File: config.mk
export PLATFORM = sky130hd
export DESIGN_NAME = uart_receiver_flat
export DESIGN_NICKNAME = d
export VERILOG_FILES = /design/src/rtl/uart_pkg.sv /design/src/rtl/uart_receiver_if.sv /design/src/rtl/uart_rx_buffer.sv /design/src/rtl/uart_receiver.sv /design/src/flat_wrapper.sv
export SDC_FILE = /design/constraint.sdc
export NUM_CORES = 1
export LEC_CHECK = 0
export ABC_AREA = 1
export CAP_MARGIN = 5
export CELL_PAD_IN_SITES_DETAIL_PLACEMENT = 1
export CELL_PAD_IN_SITES_GLOBAL_PLACEMENT = 2
export CORE_MARGIN = 8
export CORE_UTILIZATION = 46
export DETAILED_ROUTE_END_ITERATION = 10
export PLACE_DENSITY_LB_ADDON = 0.1
export SLEW_MARGIN = 20
export SYNTH_ARGS = -nofsm -noshare
export SYNTH_HDL_FRONTEND = slang
export SYNTH_SLANG_ARGS = --single-unit
File: constraint.sdc
create_clock -name clock_10KHz -period 4.07 [get_ports clock_10KHz]
set_input_delay 0.814 -clock clock_10KHz [delete_from_list [all_inputs] [get_ports clock_10KHz]]
set_output_delay 0.814 -clock clock_10KHz [all_outputs]
set_load 0.005 [all_outputs]
File: src/rtl/uart_pkg.sv
// Shared definitions for the UART receive path.
// State encoding, frame width and line idle level.
package uart_pkg;

  typedef enum logic [1:0] {
    IDLE,
    DATA,
    STOP,
    WAIT_HIGH
  } rx_state_e;

  localparam int DATA_BITS = 8;
  localparam logic IDLE_LEVEL = 1'b1;

endpackage

File: src/rtl/uart_receiver_if.sv
// Receiver status and buffer read port bundle.
// master = receiver side, slave = consumer side.
interface uart_receiver_if #(
  parameter int AW = 6
);

  logic          byte_valid;
  logic [7:0]    byte_data;
  logic [AW:0]   byte_count;
  logic          frame_error;
  logic          overflow;
  logic          done;
  logic [AW-1:0] rd_addr;
  logic [7:0]    rd_data;

  modport master (
    output byte_valid, byte_data, byte_count,
    output frame_error, overflow, done, rd_data,
    input  rd_addr
  );

  modport slave (
    input  byte_valid, byte_data, byte_count,
    input  frame_error, overflow, done, rd_data,
    output rd_addr
  );

endinterface

File: src/rtl/uart_rx_buffer.sv
// Byte store for received frames: one write port,
// one registered read port (read-before-write).
module uart_rx_buffer #(
  parameter int DEPTH = 64,
  parameter int AW    = 6
) (
  input  logic          clock_10KHz,
  input  logic          Reset_n,
  input  logic          wr_en,
  input  logic [AW-1:0] wr_addr,
  input  logic [7:0]    wr_data,
  input  logic [AW-1:0] rd_addr,
  output logic [7:0]    rd_data
);

  logic [7:0] mem [DEPTH];

  // storage array; contents are not cleared by reset
  always_ff @(posedge clock_10KHz) begin
    if (wr_en) mem[wr_addr] <= wr_data;
  end

  // registered read, sees old data on same-address write
  always_ff @(posedge clock_10KHz or negedge Reset_n) begin
    if (!Reset_n) rd_data <= '0;
    else          rd_data <= mem[rd_addr];
  end

endmodule

File: src/rtl/uart_receiver.sv
// 8N1 serial receiver with byte buffer and status flags.
// Optional 2-flop input synchronizer: UART_RX_SYNC_EN.
module uart_receiver
  import uart_pkg::*;
#(
  parameter int DEPTH          = 64,
  parameter int AW             = 6,
  parameter int EXPECTED_BYTES = 38
) (
  input  logic clock_10KHz,
  input  logic Reset_n,
  input  logic RXD,
  uart_receiver_if.master rx_if
);

  logic rx_s;

`ifdef UART_RX_SYNC_EN
  logic [1:0] sync_q;

  // bring RXD into the clock domain
  always_ff @(posedge clock_10KHz or negedge Reset_n) begin
    if (!Reset_n) sync_q <= {2{IDLE_LEVEL}};
    else          sync_q <= {sync_q[0], RXD};
  end

  assign rx_s = sync_q[1];
`else
  assign rx_s = RXD;
`endif

  rx_state_e   state_q, state_d;
  logic [2:0]  bit_cnt_q, bit_cnt_d;
  logic [7:0]  sh_q, sh_d;
  logic        accept, stop_bad;
  logic        full, wr_en;
  logic        valid_q, ferr_q, ovf_q;
  logic [7:0]  data_q;
  logic [AW:0] count_q;

  // next-state, shift and event decode
  always_comb begin
    state_d   = state_q;
    bit_cnt_d = bit_cnt_q;
    sh_d      = sh_q;
    accept    = 1'b0;
    stop_bad  = 1'b0;
    unique case (state_q)
      IDLE: begin
        if (rx_s != IDLE_LEVEL) begin
          state_d   = DATA;
          bit_cnt_d = '0;
        end
      end
      DATA: begin
        sh_d = {rx_s, sh_q[7:1]};
        if (bit_cnt_q == 3'(DATA_BITS - 1))
          state_d = STOP;
        else
          bit_cnt_d = bit_cnt_q + 3'd1;
      end
      STOP: begin
        if (rx_s == IDLE_LEVEL) begin
          accept  = 1'b1;
          state_d = IDLE;
        end else begin
          stop_bad = 1'b1;
          state_d  = WAIT_HIGH;
        end
      end
      WAIT_HIGH: begin
        if (rx_s == IDLE_LEVEL) state_d = IDLE;
      end
      default: state_d = IDLE;
    endcase
  end

  // FSM and shift register state
  always_ff @(posedge clock_10KHz or negedge Reset_n) begin
    if (!Reset_n) begin
      state_q   <= IDLE;
      bit_cnt_q <= '0;
      sh_q      <= '0;
    end else begin
      state_q   <= state_d;
      bit_cnt_q <= bit_cnt_d;
      sh_q      <= sh_d;
    end
  end

  assign full  = int'(count_q) >= DEPTH;
  assign wr_en = accept && !full;

  // strobe, last byte, count and sticky flags
  always_ff @(posedge clock_10KHz or negedge Reset_n) begin
    if (!Reset_n) begin
      valid_q <= 1'b0;
      data_q  <= '0;
      count_q <= '0;
      ferr_q  <= 1'b0;
      ovf_q   <= 1'b0;
    end else begin
      valid_q <= accept;
      if (accept)         data_q  <= sh_q;
      if (wr_en)          count_q <= count_q + {{AW{1'b0}}, 1'b1};
      if (accept && full) ovf_q   <= 1'b1;
      if (stop_bad)       ferr_q  <= 1'b1;
    end
  end

  assign rx_if.byte_valid  = valid_q;
  assign rx_if.byte_data   = data_q;
  assign rx_if.byte_count  = count_q;
  assign rx_if.frame_error = ferr_q;
  assign rx_if.overflow    = ovf_q;
  assign rx_if.done        = int'(count_q) >= EXPECTED_BYTES;

  uart_rx_buffer #(
    .DEPTH (DEPTH),
    .AW    (AW)
  ) u_buf (
    .clock_10KHz (clock_10KHz),
    .Reset_n     (Reset_n),
    .wr_en       (wr_en),
    .wr_addr     (count_q[AW-1:0]),
    .wr_data     (sh_q),
    .rd_addr     (rx_if.rd_addr),
    .rd_data     (rx_if.rd_data)
  );

endmodule

File: src/flat_wrapper.sv
// flat-port wrapper written by rule: the top's interface ports become plain ports
module uart_receiver_flat import uart_pkg::*;
#(
  parameter int DEPTH          = 64,
  parameter int AW             = 6,
  parameter int EXPECTED_BYTES = 38
)
  (clock_10KHz, Reset_n, RXD, rx_if_byte_valid, rx_if_byte_data, rx_if_byte_count, rx_if_frame_error, rx_if_overflow, rx_if_done, rx_if_rd_data, rx_if_rd_addr);
  uart_receiver_if #(.AW(AW)) rx_if_i ();
  input  logic clock_10KHz;
  input  logic Reset_n;
  input  logic RXD;
  output wire logic [$bits(rx_if_i.byte_valid)-1:0] rx_if_byte_valid;
  output wire logic [$bits(rx_if_i.byte_data)-1:0] rx_if_byte_data;
  output wire logic [$bits(rx_if_i.byte_count)-1:0] rx_if_byte_count;
  output wire logic [$bits(rx_if_i.frame_error)-1:0] rx_if_frame_error;
  output wire logic [$bits(rx_if_i.overflow)-1:0] rx_if_overflow;
  output wire logic [$bits(rx_if_i.done)-1:0] rx_if_done;
  output wire logic [$bits(rx_if_i.rd_data)-1:0] rx_if_rd_data;
  input wire logic [$bits(rx_if_i.rd_addr)-1:0] rx_if_rd_addr;
  assign rx_if_byte_valid = rx_if_i.byte_valid;
  assign rx_if_byte_data = rx_if_i.byte_data;
  assign rx_if_byte_count = rx_if_i.byte_count;
  assign rx_if_frame_error = rx_if_i.frame_error;
  assign rx_if_overflow = rx_if_i.overflow;
  assign rx_if_done = rx_if_i.done;
  assign rx_if_rd_data = rx_if_i.rd_data;
  assign rx_if_i.rd_addr = rx_if_rd_addr;
  uart_receiver #(.DEPTH(DEPTH), .AW(AW), .EXPECTED_BYTES(EXPECTED_BYTES)) u_core (.clock_10KHz(clock_10KHz), .Reset_n(Reset_n), .RXD(RXD), .rx_if(rx_if_i));
endmodule
; ---- After elaboration in Yosys (flattened, before gate mapping)
; Memory sizes are Yosys's and may differ from the RTL's. A register that Yosys moved wholly into a read port is not among the register bits.
; Cells that the tools add are included.
; Widths: inputs -> output; s select.
[totals]
memories = 1
latchBits = 0
reg_bits = 31
output_inout_bits = 27
ramBits = 512
elab_cells = 43
romBits = 0
in_bits = 9
[classes]
magnitude_cmp = 2
n_reduce_logical = 8
mul = 0
add_sub_neg = 2
bitwise = 0
n_mux = 14
shifts = 0
div = 0
n_eq_ne = 8
[memory_table]
columns = name, depth, word_bits, rd, rd_clocked_by_memory_dff, write_ports, line_no
row1 = u_core.u_buf.mem, 64, 8, 1, 1, 1, uart_rx_buffer.sv:16  ; logic [7:0] mem [DEPTH];
[op_table]
columns = op, n
row1 = $mux 2, 4
row2 = $pmux 2 s4, 1
row3 = $add 7x1->7 const B, 1
row4 = $ge 7x6->1 const B, 1
row5 = $ge 7x7->1 const B, 1
row6 = $mux 1, 6
row7 = $mux 3, 2
row8 = $ne 2x2->1 const B, 3
row9 = $pmux 3 s2, 1
row10 = $reduce_and 3->1, 2
row11 = $eq 2x2->1 const B, 2
row12 = $add 3x1->3 const B, 1
row13 = $eq 3x3->1 const B, 1
row14 = $eq 2x1->1 const B, 1
row15 = $logic_and 1x1->1, 2
row16 = $logic_not 1->1, 2
row17 = $logic_not 2->1, 1
row18 = $ne 2x1->1 const B, 1
row19 = $reduce_bool 2->1, 1

; ---- Longest topological paths before layout
[logic_depth]
depth_word = 5
ltp_mapped = 12
ltp_nobuf = 9

; ---- By module
; Synthesis repeated with hierarchy kept, for this count alone.
[hier_totals]
cells_unflattened = 1949
area_unflattened_um2 = 22750.6
[modules_own_cells]
columns = module, area_each_um2, instances, seq_area_each_um2, cells_each
row1 = uart_rx_buffer, 21379.3, 1, 15574.9, 1805
row2 = uart_receiver, 1371.3, 1, 775.7, 144

; ---- Worst setup path before layout
; No wires, ideal clock.
[synth_path]
kind = input port to flip-flop
start = in RXD
end = mem u_core.u_buf.mem[7][0], enable pin
cell_stages = 6
path_slack_ns = 1.773
arrival_ns = 1.914
path_cell_list = nand3_4 -> inv_4 -> nand2_8 -> clkinv_8 -> nand3_1 -> nor3_1
[synth_via]
elab_chain_len = 5
[synth_rtl]
columns = item, line_no
row1 = start: declaration, flat_wrapper.sv:12  ; input logic RXD;
row2 = $mux 1, uart_receiver.sv:63  ; if (rx_s == IDLE_LEVEL) begin
row3 = $mux 1, uart_receiver.sv:48  ; unique case (state_q)
row4 = named net u_core.accept, uart_receiver.sv:35  ; logic accept, stop_bad;
row5 = $logic_and 1x1->1, uart_receiver.sv:92  ; assign wr_en = accept && !full;
row6 = $mux 1, uart_rx_buffer.sv:20  ; if (wr_en) mem[wr_addr] <= wr_data;
row7 = $mux 1 (implied by the code), uart_rx_buffer.sv:20
row8 = end: declaration, uart_rx_buffer.sv:16
; The timed path passes the listed nets, and every way through them passes these cells.

; ---- Worst setup path in the final report
[layout_path]
start = reg u_core.count_q[1] (netlist: u_core.rx_if.byte_count[1])
end = out rx_if_done
[layout_via]
elab_chain_len = 1
[layout_rtl]
columns = item, line_no
row1 = start: declaration, uart_receiver.sv:39  ; logic [AW:0] count_q;
row2 = start signal: assignment, uart_receiver.sv:105  ; if (wr_en) count_q <= count_q + {{AW{1'b0}}, 1'b1};
row3 = $ge 7x6->1, uart_receiver.sv:116  ; assign rx_if.done = int'(count_q) >= EXPECTED_BYTES;
row4 = end: declaration, flat_wrapper.sv:18  ; output wire logic [$bits(rx_if_i.done)-1:0] rx_if_done;
; Every way passes these cells.

==> summary.md <==
| Metric | Value |
|---|---|
| Outcome | finished, final reports clean |
| Detailed placer's ending HPWL | 39000 um |
| Sequential area share after synthesis | 72.4% |
| Count of nets left with antenna violations after detail routing | 0 |
| Highest clock frequency the design can meet | 341 MHz |
| Root Driver | clkbuf_16 |
| Count of endpoints failing setup in the final report | 0 |
| Number of buffers on the longest clock path | 3 |
| Leading cell types in the layout, fill and taps excluded | nand2_1, edfxtp_1, nand3_1 |
| Path type of the worst min-delay path | input pin to asynchronous set/reset pin |
| Number of distinct library cells after synthesis | 32 |
| Unrepaired setup endpoints after global routing | no |
| Post-synthesis area per instance | 11.7 sq um |
| First-pass iteration count of the detailed router | 7 |
| # DRC | 0 |
| Placeable core region | 48600 sq um |
| Setup CP Type | flop to primary output |
| Overflow left after global routing | 0 |
| Synth warnings | 0 |
| P_leak | 0.00922 uW |
| Post-synth net total | 1942 |
| Type of destination of the critical path | primary output |
| Number of global-route vias before repair | 15500 |
| Worst setup path start | u_core.rx_if.byte_count[1] |
| Final critical-path required period | 2.93 ns |
| Wire length of the first global-routing pass | 97200 um |
| Arrival time of data at the critical path endpoint | 2.12 ns |
| Count of buffers inserted at the top-level ports | 35 |
| Final Hold Vio Count | 0 |
| Clock Skews | 0.0130 ns |
| Buffers inserted during post-CTS setup optimization | 0 |
| Horizontal die dimension | 238 um |
| Fill cell total of the finished layout | 4969 |
| Fraction of layout cells with a size suffix above 1 | 7.51% |
| IO Count | 36 |
| Initial antenna violation count | 0 |
| Clock tree from TritonCTS | built |
| First DRT Iteration DRCs | 1203 |
| Highest net fanout along the worst path | 6 |
| Clock Latency Late Sink | 0.62 ns |
| Post-cts gate resize count | 0 |
| Overall track demand over capacity in global routing | 23.2% |
| Leading cell type in the layout, fill and taps excluded | nand2_1 |
| Power density over the cells | 560 nW/um^2 |
| Crit path required time | 3.26 ns |
| Vertical extent of the die | 238 um |
| Effective utilization at floorplan | 46.4% |
| Number of antenna cells inserted | 0 |
| Number of buffers added by the clock tree synthesis step | 57 |
| FP Rows | 81 |
| Post-synth design cell area | 22600 sq um |
| Count of maximum capacitance violations | 0 |
| Peak supply drop | 0.657 mV |
| Clock sink count | 551 |
| Slew @ Worst Pin | 1.07 ns |
| Routed via count | 14600 |
| Maximum number of pins on one net before global-route repair | 257 |
| Setup TNS after final layout | 0 ns |
| Register bit total from synthesis | 551 |
| Fin nets | 1952 |
| Layout overhead on the synthesized area | 11.9% |
| Pins Over Slew Limit | 0 |
| Instance count of the mapped netlist | 1930 |
| DRT Wirelength | 64900 um |
| CTS H-tree depth | 2 |
| Share of the clock period used by the worst path | 72.1% |
| Max transition margin | 28.1% |
| Last weighted congestion value of the routability-driven placer | 0.826 |
| Crit path launch type | flop |
| Clock Pin Slew Worst Setup and Hold Paths | 0.06 ns |
| RR Startpoint | u_core.state_q[0] |
| Average via count per standard cell | 5.59 |
| Area taken by multi-input logic gates | 5460 sq um |
| Hold-fix buffers at CTS | 0 |
| Wirelength per Cell | 24.9 um |
| Worst hold slack | 0.188 ns |
| Die Area | 56400 sq um |
| Storage element area | 16400 sq um |
[through the flow]
| stage | setup WS, ns | util (%) | total power, uW | cells | cell area (sq um) |
|---|---|---|---|---|---|
| floorplan | 1.77 | - | 7960 | 1930 | 22600 |
| global placement | 0.740 | 48.0 | 8980 | 2502 | 23300 |
| detailed placement | 0.589 | 48.0 | 9010 | 2502 | 23300 |
| CTS | 1.07 | 51.9 | 14300 | 2606 | 25200 |
| global route | 1.01 | 51.9 | 14600 | 2607 | 25300 |
| finish | 1.14 | 51.9 | 14200 | 2607 | 25300 |
[worst paths after layout]
path / end / slack (ns) / cells past startpoint
setup / recovery: rx_if_done / 1.14 / 5
hold / removal: u_core.u_buf.rd_data[7] / 0.19 / 1
setup reg to reg: u_core.u_buf.mem[40][5] / 1.52 / 7
hold reg to reg: u_core.rx_if.frame_error / 0.48 / 1
max in group asynchronous: u_core.sh_q[0] / 3.42 / 1
min in group clock_10KHz: u_core.rx_if.frame_error / 0.48 / 1
[layer usage]
layer | up-vias | track usage, % | part of all wire, %
li1 | 6766 | - | -
met1 | 7324 | 29.5 | 41
met2 | 357 | 40.2 | 51
met3 | 122 | 3.46 | 4.6
met4 | 0 | 8.56 | 3.4
met5 | - | 0 | 0
[final cells by class]
cell class                      instances  area share (%)
Sequential cell                       551            64.8
Multi-Input combinational cell       1235            21.6
Clock inverter                         39            1.57
Clock buffer                           65            5.93
Timing Repair Buffer                   64            2.50
Tap cell                              622            3.08
Inverter                               31           0.550
[flip-flops by register name (all words and copies together) (netlist names)]
name,flops
u_core.rx_if.byte_count,7
u_core.rx_if.byte_valid,1
u_core.rx_if.frame_error,1
u_core.u_buf.rd_data,8
u_core.sh_q,8
u_core.state_q,2
u_core.bit_cnt_q,3
u_core.u_buf.mem,512
u_core.rx_if.byte_data,8
u_core.rx_if.overflow,1
[cell usage after synthesis, drive strengths merged]
library cell / count / area (sq um)
nand2: 680 / 2580
edfxtp: 512 / 15400
nand3: 446 / 2290
buf: 95 / 563
nor2: 69 / 283
dfrtp: 39 / 976
inv: 30 / 118
o21ai: 23 / 115
clkbuf: 18 / 67.6
ha: 3 / 37.5
nand4: 3 / 63.8
nor3: 3 / 26.3
a21oi: 2 / 10.0
a31o: 1 / 8.76
clkinv: 1 / 16.3
mux2i: 1 / 10.0
o21bai: 1 / 7.51
o31ai: 1 / 12.5
or2: 1 / 6.26
xor2: 1 / 8.76
[kinds of logic after synthesis]
group	synth area share, %
and+or+nand+nor	23.3
buffers and inverters	3.39
xor gates and xnor gates	0.0388
AOI/OAI and AO/OA	0.682
adders and majority gates	0.166
muxes	0.0443
DFF	72.4
[critical path, stage by stage, from the launching register on]
cell,delay [ns]
dfrtp_1,0.53
nand2_1,0.12
inv_1,0.13
o21ai_0,0.09
nand3_1,0.13
clkdlybuf4s50_1,0.52
[report_power, final]
group          internal (uW)  leakage [uW]  switching, uW
sequential              6930       0.00513            597
clock                   3130      0.000932           2170
combinational            345       0.00316            978
total                  10400       0.00922           3750
Power figures use the tool's default switching activity.
